### config.mk
export PLATFORM = sky130hd
export DESIGN_NAME = board_ram_ctrl
export DESIGN_NICKNAME = d
export VERILOG_FILES = /design/src/rtl/board_pkg.sv /design/src/rtl/board_mem.sv /design/src/rtl/board_ram_ctrl.sv
export SDC_FILE = /design/constraint.sdc
export NUM_CORES = 1
export LEC_CHECK = 0
export ABC_AREA = 1
export ABC_CLOCK_PERIOD_IN_PS = 7830
export BUFFER_PORTS_ARGS = -buffer_cell sky130_fd_sc_hd__buf_2
export CAP_MARGIN = 15
export CORE_ASPECT_RATIO = 1.75
export CORE_MARGIN = 2
export CORE_UTILIZATION = 65
export CTS_CLUSTER_DIAMETER = 30
export DETAILED_ROUTE_END_ITERATION = 7
export PLACE_DENSITY = 0.82
export SLEW_MARGIN = 30
export SYNTH_ARGS = -nofsm -noshare
export SYNTH_HDL_FRONTEND = slang
export SYNTH_HIERARCHICAL = 1
export SYNTH_SLANG_ARGS = --single-unit
### constraint.sdc
create_clock -name clk -period 7.83 [get_ports clk]
set_input_delay 0.783 -clock clk [delete_from_list [all_inputs] [get_ports clk]]
set_output_delay 0.783 -clock clk [all_outputs]
set_load 0.05 [all_outputs]
### src/rtl/board_pkg.sv
// Shared definitions for the battleship board: geometry, tile codes,
// command op codes and response codes. The tile renderer imports the
// same tile codes so both sides agree on what each 2-bit value means.
package board_pkg;

    localparam int ROWS  = 10;
    localparam int COLS  = 10;
    localparam int TILES = ROWS * COLS;

    // Physical RAM depth: next power of two above TILES
    localparam int MEM_AW    = 7;
    localparam int MEM_DEPTH = 1 << MEM_AW;

    typedef enum logic [1:0] {
        TILE_EMPTY = 2'd0,
        TILE_HIT   = 2'd1,
        TILE_MISS  = 2'd2,
        TILE_SHIP  = 2'd3
    } tile_t;

    typedef enum logic [1:0] {
        OP_NOP   = 2'd0,
        OP_CLEAR = 2'd1,
        OP_PLACE = 2'd2,
        OP_FIRE  = 2'd3
    } op_t;

    typedef enum logic [2:0] {
        RSP_OK      = 3'd0,
        RSP_HIT     = 3'd1,
        RSP_MISS    = 3'd2,
        RSP_REPEAT  = 3'd3,
        RSP_BLOCKED = 3'd4,
        RSP_BADADDR = 3'd5
    } rsp_t;

    // Linear tile address row*10+col built from shifts and adds so no
    // multiplier is needed; only valid for row/col already range-checked.
    function automatic logic [MEM_AW-1:0] tileAddr(input logic [3:0] row,
                                                   input logic [3:0] col);
        logic [MEM_AW-1:0] rowW;
        logic [MEM_AW-1:0] colW;
        rowW = {3'b000, row};
        colW = {3'b000, col};
        return (rowW << 3) + (rowW << 1) + colW;
    endfunction

endpackage

### src/rtl/board_mem.sv
// 128x2 simple dual-port synchronous RAM holding the board tiles.
// Port A is the read/write port used by the command FSM; port B is a
// read-only port for the video renderer. Both reads are read-first.
module board_mem
    import board_pkg::*;
(
    input  logic              clk,
    input  logic              i_aWe,
    input  logic [MEM_AW-1:0] i_aAddr,
    input  logic [1:0]        i_aWdata,
    output logic [1:0]        o_aRdata,
    input  logic [MEM_AW-1:0] i_bAddr,
    output logic [1:0]        o_bRdata
);

    logic [1:0] r_mem [MEM_DEPTH];
    logic [1:0] r_aRdata;
    logic [1:0] r_bRdata;

    // Port A: write and registered read of the old contents
    always_ff @(posedge clk) begin
        if (i_aWe) begin
            r_mem[i_aAddr] <= i_aWdata;
        end
        r_aRdata <= r_mem[i_aAddr];
    end

    // Port B: registered read for the renderer, never stalled
    always_ff @(posedge clk) begin
        r_bRdata <= r_mem[i_bAddr];
    end

    assign o_aRdata = r_aRdata;
    assign o_bRdata = r_bRdata;

endmodule

### src/rtl/board_ram_ctrl.sv
// Battleship board controller: owns one 10x10 tile board, executes
// CLEAR/PLACE/FIRE commands over a valid/ready handshake and serves the
// renderer's tile read port. A sweep clears the board after reset and on
// a CLEAR command; PLACE/FIRE do a read-decide-write over RD and WR.
module board_ram_ctrl
    import board_pkg::*;
(
    input  logic       clk,
    input  logic       rst,
    input  logic       cmd_valid,
    output logic       cmd_ready,
    input  logic [1:0] cmd_op,
    input  logic [3:0] cmd_row,
    input  logic [3:0] cmd_col,
    output logic       rsp_valid,
    input  logic       rsp_ready,
    output logic [2:0] rsp_code,
    input  logic [9:0] vid_addr,
    output logic [1:0] vid_data,
    output logic [6:0] ships_left,
    output logic       all_sunk
);

    typedef enum logic [2:0] {
        ST_CLEAR,
        ST_IDLE,
        ST_RD,
        ST_WR,
        ST_RESP
    } state_t;

    state_t            r_state;
    op_t               r_op;
    logic [MEM_AW-1:0] r_addr;
    logic [MEM_AW-1:0] r_clrAddr;
    logic              r_clrFromCmd;
    logic              r_cmdReady;
    logic              r_rspValid;
    rsp_t              r_rspCode;
    logic [6:0]        r_shipsLeft;
    logic              r_placed;
    logic              r_allSunk;
    logic              r_vidMask;

    logic              w_aWe;
    logic [MEM_AW-1:0] w_aAddr;
    logic [1:0]        w_aWdata;
    logic [1:0]        w_aRdata;
    logic [1:0]        w_bRdata;

    logic              w_decWrite;
    tile_t             w_decTile;
    rsp_t              w_decCode;
    logic              w_badAddr;

    assign w_badAddr = (cmd_row > 4'(ROWS - 1)) || (cmd_col > 4'(COLS - 1));

    // Decide the write-back and response from the tile read in RD
    always_comb begin
        w_decWrite = 1'b0;
        w_decTile  = TILE_EMPTY;
        w_decCode  = RSP_OK;
        if (r_op == OP_FIRE) begin
            case (tile_t'(w_aRdata))
                TILE_SHIP: begin
                    w_decWrite = 1'b1;
                    w_decTile  = TILE_HIT;
                    w_decCode  = RSP_HIT;
                end
                TILE_EMPTY: begin
                    w_decWrite = 1'b1;
                    w_decTile  = TILE_MISS;
                    w_decCode  = RSP_MISS;
                end
                default: begin
                    w_decCode  = RSP_REPEAT;
                end
            endcase
        end else begin
            if (tile_t'(w_aRdata) == TILE_EMPTY) begin
                w_decWrite = 1'b1;
                w_decTile  = TILE_SHIP;
                w_decCode  = RSP_OK;
            end else begin
                w_decCode  = RSP_BLOCKED;
            end
        end
    end

    // Port A is owned by the clear sweep in CLEAR and by the command in WR
    always_comb begin
        w_aWe    = 1'b0;
        w_aAddr  = r_addr;
        w_aWdata = TILE_EMPTY;
        if (r_state == ST_CLEAR) begin
            w_aWe    = 1'b1;
            w_aAddr  = r_clrAddr;
            w_aWdata = TILE_EMPTY;
        end else if (r_state == ST_WR) begin
            w_aWe    = w_decWrite;
            w_aWdata = w_decTile;
        end
    end

    board_mem u_mem (
        .clk      (clk),
        .i_aWe    (w_aWe),
        .i_aAddr  (w_aAddr),
        .i_aWdata (w_aWdata),
        .o_aRdata (w_aRdata),
        .i_bAddr  (vid_addr[MEM_AW-1:0]),
        .o_bRdata (w_bRdata)
    );

    // Command FSM with registered handshake, response and ship count
    always_ff @(posedge clk or negedge rst) begin
        if (!rst) begin
            r_state      <= ST_CLEAR;
            r_op         <= OP_NOP;
            r_addr       <= '0;
            r_clrAddr    <= '0;
            r_clrFromCmd <= 1'b0;
            r_cmdReady   <= 1'b0;
            r_rspValid   <= 1'b0;
            r_rspCode    <= RSP_OK;
            r_shipsLeft  <= '0;
            r_placed     <= 1'b0;
        end else begin
            case (r_state)
                ST_CLEAR: begin
                    r_shipsLeft <= '0;
                    r_placed    <= 1'b0;
                    if (r_clrAddr == MEM_AW'(TILES - 1)) begin
                        r_clrAddr <= '0;
                        if (r_clrFromCmd) begin
                            r_state    <= ST_RESP;
                            r_rspValid <= 1'b1;
                            r_rspCode  <= RSP_OK;
                        end else begin
                            r_state    <= ST_IDLE;
                            r_cmdReady <= 1'b1;
                        end
                    end else begin
                        r_clrAddr <= r_clrAddr + 1'b1;
                    end
                end
                ST_IDLE: begin
                    if (cmd_valid && r_cmdReady) begin
                        r_op <= op_t'(cmd_op);
                        case (op_t'(cmd_op))
                            OP_CLEAR: begin
                                r_cmdReady   <= 1'b0;
                                r_clrFromCmd <= 1'b1;
                                r_clrAddr    <= '0;
                                r_state      <= ST_CLEAR;
                            end
                            OP_PLACE, OP_FIRE: begin
                                r_cmdReady <= 1'b0;
                                if (w_badAddr) begin
                                    r_state    <= ST_RESP;
                                    r_rspValid <= 1'b1;
                                    r_rspCode  <= RSP_BADADDR;
                                end else begin
                                    r_addr  <= tileAddr(cmd_row, cmd_col);
                                    r_state <= ST_RD;
                                end
                            end
                            default: begin
                                r_state <= ST_IDLE;
                            end
                        endcase
                    end
                end
                ST_RD: begin
                    r_state <= ST_WR;
                end
                ST_WR: begin
                    r_rspCode  <= w_decCode;
                    r_rspValid <= 1'b1;
                    r_state    <= ST_RESP;
                    if (w_decWrite && (w_decTile == TILE_HIT) && (r_shipsLeft != '0)) begin
                        r_shipsLeft <= r_shipsLeft - 1'b1;
                    end
                    if (w_decWrite && (w_decTile == TILE_SHIP)) begin
                        r_placed <= 1'b1;
                        if (r_shipsLeft < 7'(TILES)) begin
                            r_shipsLeft <= r_shipsLeft + 1'b1;
                        end
                    end
                end
                ST_RESP: begin
                    if (rsp_ready) begin
                        r_rspValid <= 1'b0;
                        r_cmdReady <= 1'b1;
                        r_state    <= ST_IDLE;
                    end
                end
                default: begin
                    r_state <= ST_CLEAR;
                end
            endcase
        end
    end

    // all_sunk follows the ship count one cycle later
    always_ff @(posedge clk or negedge rst) begin
        if (!rst) begin
            r_allSunk <= 1'b0;
        end else begin
            r_allSunk <= (r_shipsLeft == '0) && r_placed;
        end
    end

    // Remember whether the video address being read is off the board
    always_ff @(posedge clk or negedge rst) begin
        if (!rst) begin
            r_vidMask <= 1'b1;
        end else begin
            r_vidMask <= (vid_addr >= 10'(TILES));
        end
    end

    assign vid_data   = r_vidMask ? TILE_EMPTY : w_bRdata;
    assign cmd_ready  = r_cmdReady;
    assign rsp_valid  = r_rspValid;
    assign rsp_code   = r_rspCode;
    assign ships_left = r_shipsLeft;
    assign all_sunk   = r_allSunk;

endmodule

# After elaboration in Yosys (flattened, before gate mapping)
# Memories as Yosys holds them, arrays and structs flattened. A register that Yosys moved wholly into a read port is not among the register bits.
# Index checks and enable logic that the tools add are counted.
# Widths: inputs -> output; s select.
dict set report op_classes {
  n_addsub 5
  bitwise_logic 1
  reduce_logical 27
  div 0
  n_eq_ne 22
  order_cmp 4
  shifts 0
  muxes 53
  multipliers 0
}
# cell count
set op_table {}
lappend op_table {{$mux 7} 7}
lappend op_table {{$mux 3} 12}
lappend op_table {{$pmux 7 s2} 2}
lappend op_table {{$mux 1} 19}
lappend op_table {{$pmux 3 s5} 1}
lappend op_table {{$add 7x1->7 const B} 2}
lappend op_table {{$ne 2x2->1 const B} 7}
lappend op_table {{$reduce_and 6->1} 2}
lappend op_table {{$eq 2x2->1 const B} 5}
lappend op_table {{$ge 10x7->1 const B} 1}
lappend op_table {{$mux 2} 5}
lappend op_table {{$pmux 3 s3} 1}
lappend op_table {{$reduce_and 3->1} 3}
lappend op_table {{$gt 4x4->1 const B} 2}
lappend op_table {{$pmux 2 s2} 2}
lappend op_table {{$add 7x4->7} 1}
lappend op_table {{$add 7x5->7} 1}
lappend op_table {{$eq 7x7->1 const B} 1}
lappend op_table {{$logic_not 7->1} 1}
lappend op_table {{$lt 7x7->1 const B} 1}
lappend op_table {{$reduce_and 7->1} 1}
lappend op_table {{$reduce_bool 7->1} 1}
lappend op_table {{$sub 7x1->7 const B} 1}
lappend op_table {{$eq 3x2->1 const B} 2}
lappend op_table {{other kinds (20)} 31}
dict set report totals {
  mem_count 1
  regBits 35
  ram_bits 256
  mem_bits_ro 0
  wordCells 125
  latch_bits 0
  input_bits 24
}
# name words word_bits read_ports rd_ports_with_merged_regs wr line
set memory_table {}
lappend memory_table {u_mem.r_mem 128 2 2 2 1 board_mem.sv:16} ;# logic [1:0] r_mem [MEM_DEPTH];

# Longest topological paths before layout
dict set report depth {
  word_depth 10
  mapped_depth 21
  mapped_depth_nobuf 18
}

# Modules after synthesis
# Netlist, hierarchy kept.
# module instances area_per_inst_um2 seq_area_each_um2 cells_per_inst
set by_module_without_submodules {}
lappend by_module_without_submodules {board_mem 1 14022.2 7767.4 1815}
lappend by_module_without_submodules {board_ram_ctrl 1 2551.2 877.1 340}

# Least setup slack after synthesis
# No wires, ideal clock.
dict set report synth_timing {
  path_type {register to register}
  startpoint {register r_state[2]}
  endpoint {memory u_mem.r_mem[0][0] (data pin)}
  arrival_time_ns 3.835
  n_path_buf 0
  setup_ns 0.796
  path_stages_with_launch 6
  setup_slack_ns 3.199
  cell_sequence {dfrtp_1 -> inv_2 -> nand2_1 -> nor2_4 -> inv_2 -> nor2_1}
}
dict set report synth_between {
  elab_chain_cells 3
  word_cells_on_any_way 4
  classes_between {eq/ne: 1; mux: 2; reduce/logical: 1}
}
# item line
set synth_rtl {}
lappend synth_rtl {{start, declared} board_ram_ctrl.sv:32} ;# state_t r_state;
lappend synth_rtl {{start signal, assigned} board_ram_ctrl.sv:118} ;# r_state <= ST_CLEAR;
lappend synth_rtl {{start signal, assigned} board_ram_ctrl.sv:136} ;# r_state <= ST_RESP;
lappend synth_rtl {{start signal, assigned} board_ram_ctrl.sv:140} ;# r_state <= ST_IDLE;
lappend synth_rtl {{$eq 3x2->1} board_ram_ctrl.sv:99} ;# end else if (r_state == ST_WR) begin
lappend synth_rtl {{$mux 2} board_ram_ctrl.sv:99}
lappend synth_rtl {{$mux 2 (*)} board_ram_ctrl.sv:95} ;# if (r_state == ST_CLEAR) begin
lappend synth_rtl {{named net w_aWdata[0]} board_ram_ctrl.sv:47} ;# logic [1:0] w_aWdata;
lappend synth_rtl {{end, declared} board_mem.sv:16}
# The timed path passes the listed nets; every way through them passes the cells marked *.

# Final worst setup path
dict set report layout_timing {
  startpoint {register r_state[0]}
  endpoint {memory u_mem.r_mem[115][1] (enable)}
}
dict set report layout_between {
  word_cells_on_any_way 7
  classes_between {eq/ne: 1; mux: 5; reduce/logical: 1}
}
# item line
set layout_lines {}
lappend layout_lines {{$logic_not 3->1} board_ram_ctrl.sv:95}
lappend layout_lines {{$mux 7} board_ram_ctrl.sv:95}
lappend layout_lines {{named net w_aAddr[0]} board_ram_ctrl.sv:46} ;# logic [MEM_AW-1:0] w_aAddr;
# The timed path passes the listed nets, and every way through them passes these cells.

==> out/metrics.yaml <==
timing:
  setup_viol: 0
  worstMarginPinSlew_ps: 1046
  max_freq_ghz: 0.2126
  clock-skew-final_ps: 14.19
  fin_crit_sh: 0.6007
  slew_viol_final: 0
  setup_tns_ps: 0
  rsz0062_at_grt: "false"
  slew-limit-headroom: 0.3011
  hold_violations: 0
  period_needed_ps: 4703
yosys:
  synthTopCellsByCount: "nand2_1, edfxtp_1, nand3_1"
  async_flop_share: 0.1186
  synthTopCellsByArea: "edfxtp_1, nand2_1, nand3_1, dfrtp_1, nor2_1"
  synth_area_sq_um: 16570
  ys.warnings.count: 6
  synth_most_common_cell: "nand2_1"
  syn_nets: 2196
  ys_seq_area_frac: 0.5216
  synth.ff_latch_count: 295
  synthDistinctLibCells: 38
  netlist.area_leader.share: 0.4638
  synth_area_leader_cell: "edfxtp_1"
  synth.avg_cell_area_sq_um: 7.691
  synth_edf_count: 256
  synth-main-ff-cell: "edfxtp_1"
  synth_cells: 2155
power_and_ir_drop:
  combPwrFrac: 0.351
  internal_power_mw: 3.165
  seqPwrFrac: 0.343
  leakage_nw: 8.103
  p_per_area_nw_per_um2: 298.5
  clkPwrFrac: 0.306
  p_sw_mw: 2.209
  ir_drop_v: 0.0004386
  power.total_mw: 5.374
  swShare: 0.4110
global_routing:
  grt_usage: 0.3574
  grt_pass1_vias: 14880
  grt_use_met3: 0.04730
  top_usage_layer: "met2"
  grtUsageMet2: 0.6262
  overflow: 0
  grt_pass1_wl_microns: 75130
  grtUsageMet1: 0.3920
  grt_max_degree: 107
  antenna_found_initial: 0
floorplan:
  io_pins: 39
  dieArea_sq_um: 26840
  start_util: 0.6591
  fp.dieW_microns: 124.7
  core_area_sq_um: 25150
  rows: 77
  die_h_microns: 215.2
route:
  drt-wirelength-per-cell_microns: 19.60
  drcViolationCount: 0
  vias_per_cell: 6.100
  routed_wl_microns: 48420
  num_vias: 15070
  drtAntennaViolNets: 0
  dr.first_iter.drc_count: 2056
  dr.pass1.iters: 7
worst_setup_path:
  path_cells: "nor2_2 > nand2_2 > inv_2 > nand2_1 > nand2_4 > clkinv_4 > nor3_1 > nand2_1 > nor2_1"
  max_stage_delay_ps: 690
  cp-end-kind: "register"
  cp_num_buf_inv: 2
  crit_family: "simple AND/OR/NAND/NOR gates"
  critPathKind: "reg -> reg"
  arrival_ps: 4900
  worstSetupStartpointType: "register"
  crit_required_ps: 8030
  critPathSlowestCell: "clkinv_4"
  worstPathMaxFanout: 69
  crit_path_frequent_cell: "nand2_1"
final_layout:
  fill_cells: 1851
  area_growth_pct: 8.637
  seq_area_sq_um: 8645
  diodes: 0
  layout-drive-gt1-share: 0.07842
  postLayoutCellArea_sq_um: 18000
  postLayoutCoreUtil: 0.7160
  finalNetCount: 2170
  multi_input_area_sq_um: 7124
  fin_cells: 2471
clock_tree:
  root_buffer: "clkbuf_16"
  clockBufferDepth: 3
  insertion_delay_ps: 520
  cts.sinks: 295
  postCtsSetupBuffers: 0
  numCtsBuffers: 35
  hold_buffers: 0
  path_clk_slew_ps: 60
  cts-resized-gates: 0
  htreeDepth: 2
  cts_tree: "yes"
min_path:
  hold_path_class: "in -> async"
place:
  globalplace.congestion: 0.9280
  dpl_cell_area_sq_um: 16820
  dp.cells: 2408
  dp_hpwl_microns: 29500
  portBuffers: 38
job:
  cap_viol_max_count: 0
run_status:
  outcome: "finished clean"
[final cells by class]
cell class                      instances  area share
Clock buffer                           45     0.05483
Clock inverter                         18     0.01084
Inverter                               85     0.01807
Multi-Input combinational cell       1659      0.3957
Sequential cell                       295      0.4801
Tap cell                              316     0.02196
Timing Repair Buffer                   53     0.01849
[sequential cells by signal (all words and copies together), names as in the netlist, 2 cells and up]
name	flops
rsp_code	3
u_mem/o_aRdata	2
u_mem/r_mem	256
r_state	3
r_op	2
u_mem/o_bRdata	2
r_addr	7
ships_left	7
r_clrAddr	7
[logic make-up after synthesis]
kind of cell,synth area share
and+or+nand+nor,0.3839
DFF,0.5216
buffers and inverters,0.05141
AOI/OAI and AO/OA,0.02408
adders and majority gates,0.01374
xor gates and xnor gates,0.005284
[routing by layer]
layer	up-vias	wire length, microns
met5	-	0
met4	0	3916
met3	293	4443
met2	1014	24430
met1	6871	15630
li1	6895	-
[worst paths after layout]
kind / start / to / slack (ps) / depth (start not counted)
setup / recovery: r_state[0] / u_mem/r_mem[115][1] / 3130 / 9
hold / removal: rst / ships_left[6] / 370 / 1
setup reg to reg: r_state[0] / u_mem/r_mem[115][1] / 3130 / 9
hold reg to reg: rsp_code[1] / rsp_code[1] / 480 / 2
max in group asynchronous: rst / r_clrAddr[2] / 6930 / 1
min in group clk: vid_addr[7] / r_vidMask / 470 / 3
[stage by stage]
| step | setup WS, ps | hold slack [ps] |
|---|---|---|
| 2_1_floorplan | 3199 | 442.2 |
| 3_3_place_gp | 2991 | 457.9 |
| 3_5_place_dp | 3382 | 459.0 |
| 4_1_cts | 3313 | 374.6 |
| 5_1_grt | 3009 | 447.7 |
| 6_report | 3127 | 365.6 |
[cell usage in the layout, fill, tap and decap left out, types with 3 or more instances in the layout]
master | Yosys | routed
a21oi_1 | 22 | 22
buf_2 | 48 | 37
buf_4 | 4 | 13
bufinv_16 | 0 | 3
clkbuf_1 | 43 | 6
clkbuf_16 | 0 | 38
clkinv_2 | 0 | 6
clkinv_4 | 0 | 3
clkinvlp_4 | 0 | 4
dfrtp_1 | 34 | 34
dfxtp_1 | 4 | 4
edfxtp_1 | 256 | 256
ha_1 | 15 | 15
inv_1 | 72 | 71
inv_2 | 13 | 12
nand2_1 | 1090 | 1086
nand2_2 | 8 | 11
nand2_4 | 3 | 4
nand3_1 | 250 | 250
nand3_2 | 4 | 4
nand4_1 | 5 | 5
nor2_1 | 178 | 175
nor2_2 | 5 | 6
nor2_4 | 4 | 6
nor3_1 | 11 | 11
o21ai_0 | 23 | 21
o21ai_1 | 9 | 9
o21ai_2 | 7 | 8
o22ai_1 | 3 | 3
xnor2_1 | 5 | 5
xor2_1 | 5 | 5
[power by group through the flow]
stage	Clock (mW)	Sequential [mW]	Combinational (mW)
2_1_floorplan	0	1.88	1.22
4_1_cts	1.64	1.84	1.81
5_1_grt	1.70	1.85	2.00
3_3_place_gp	0	1.87	1.76
6_report	1.64	1.84	1.89
3_5_place_dp	0	1.87	1.80
Power figures use the tool's default switching activity.
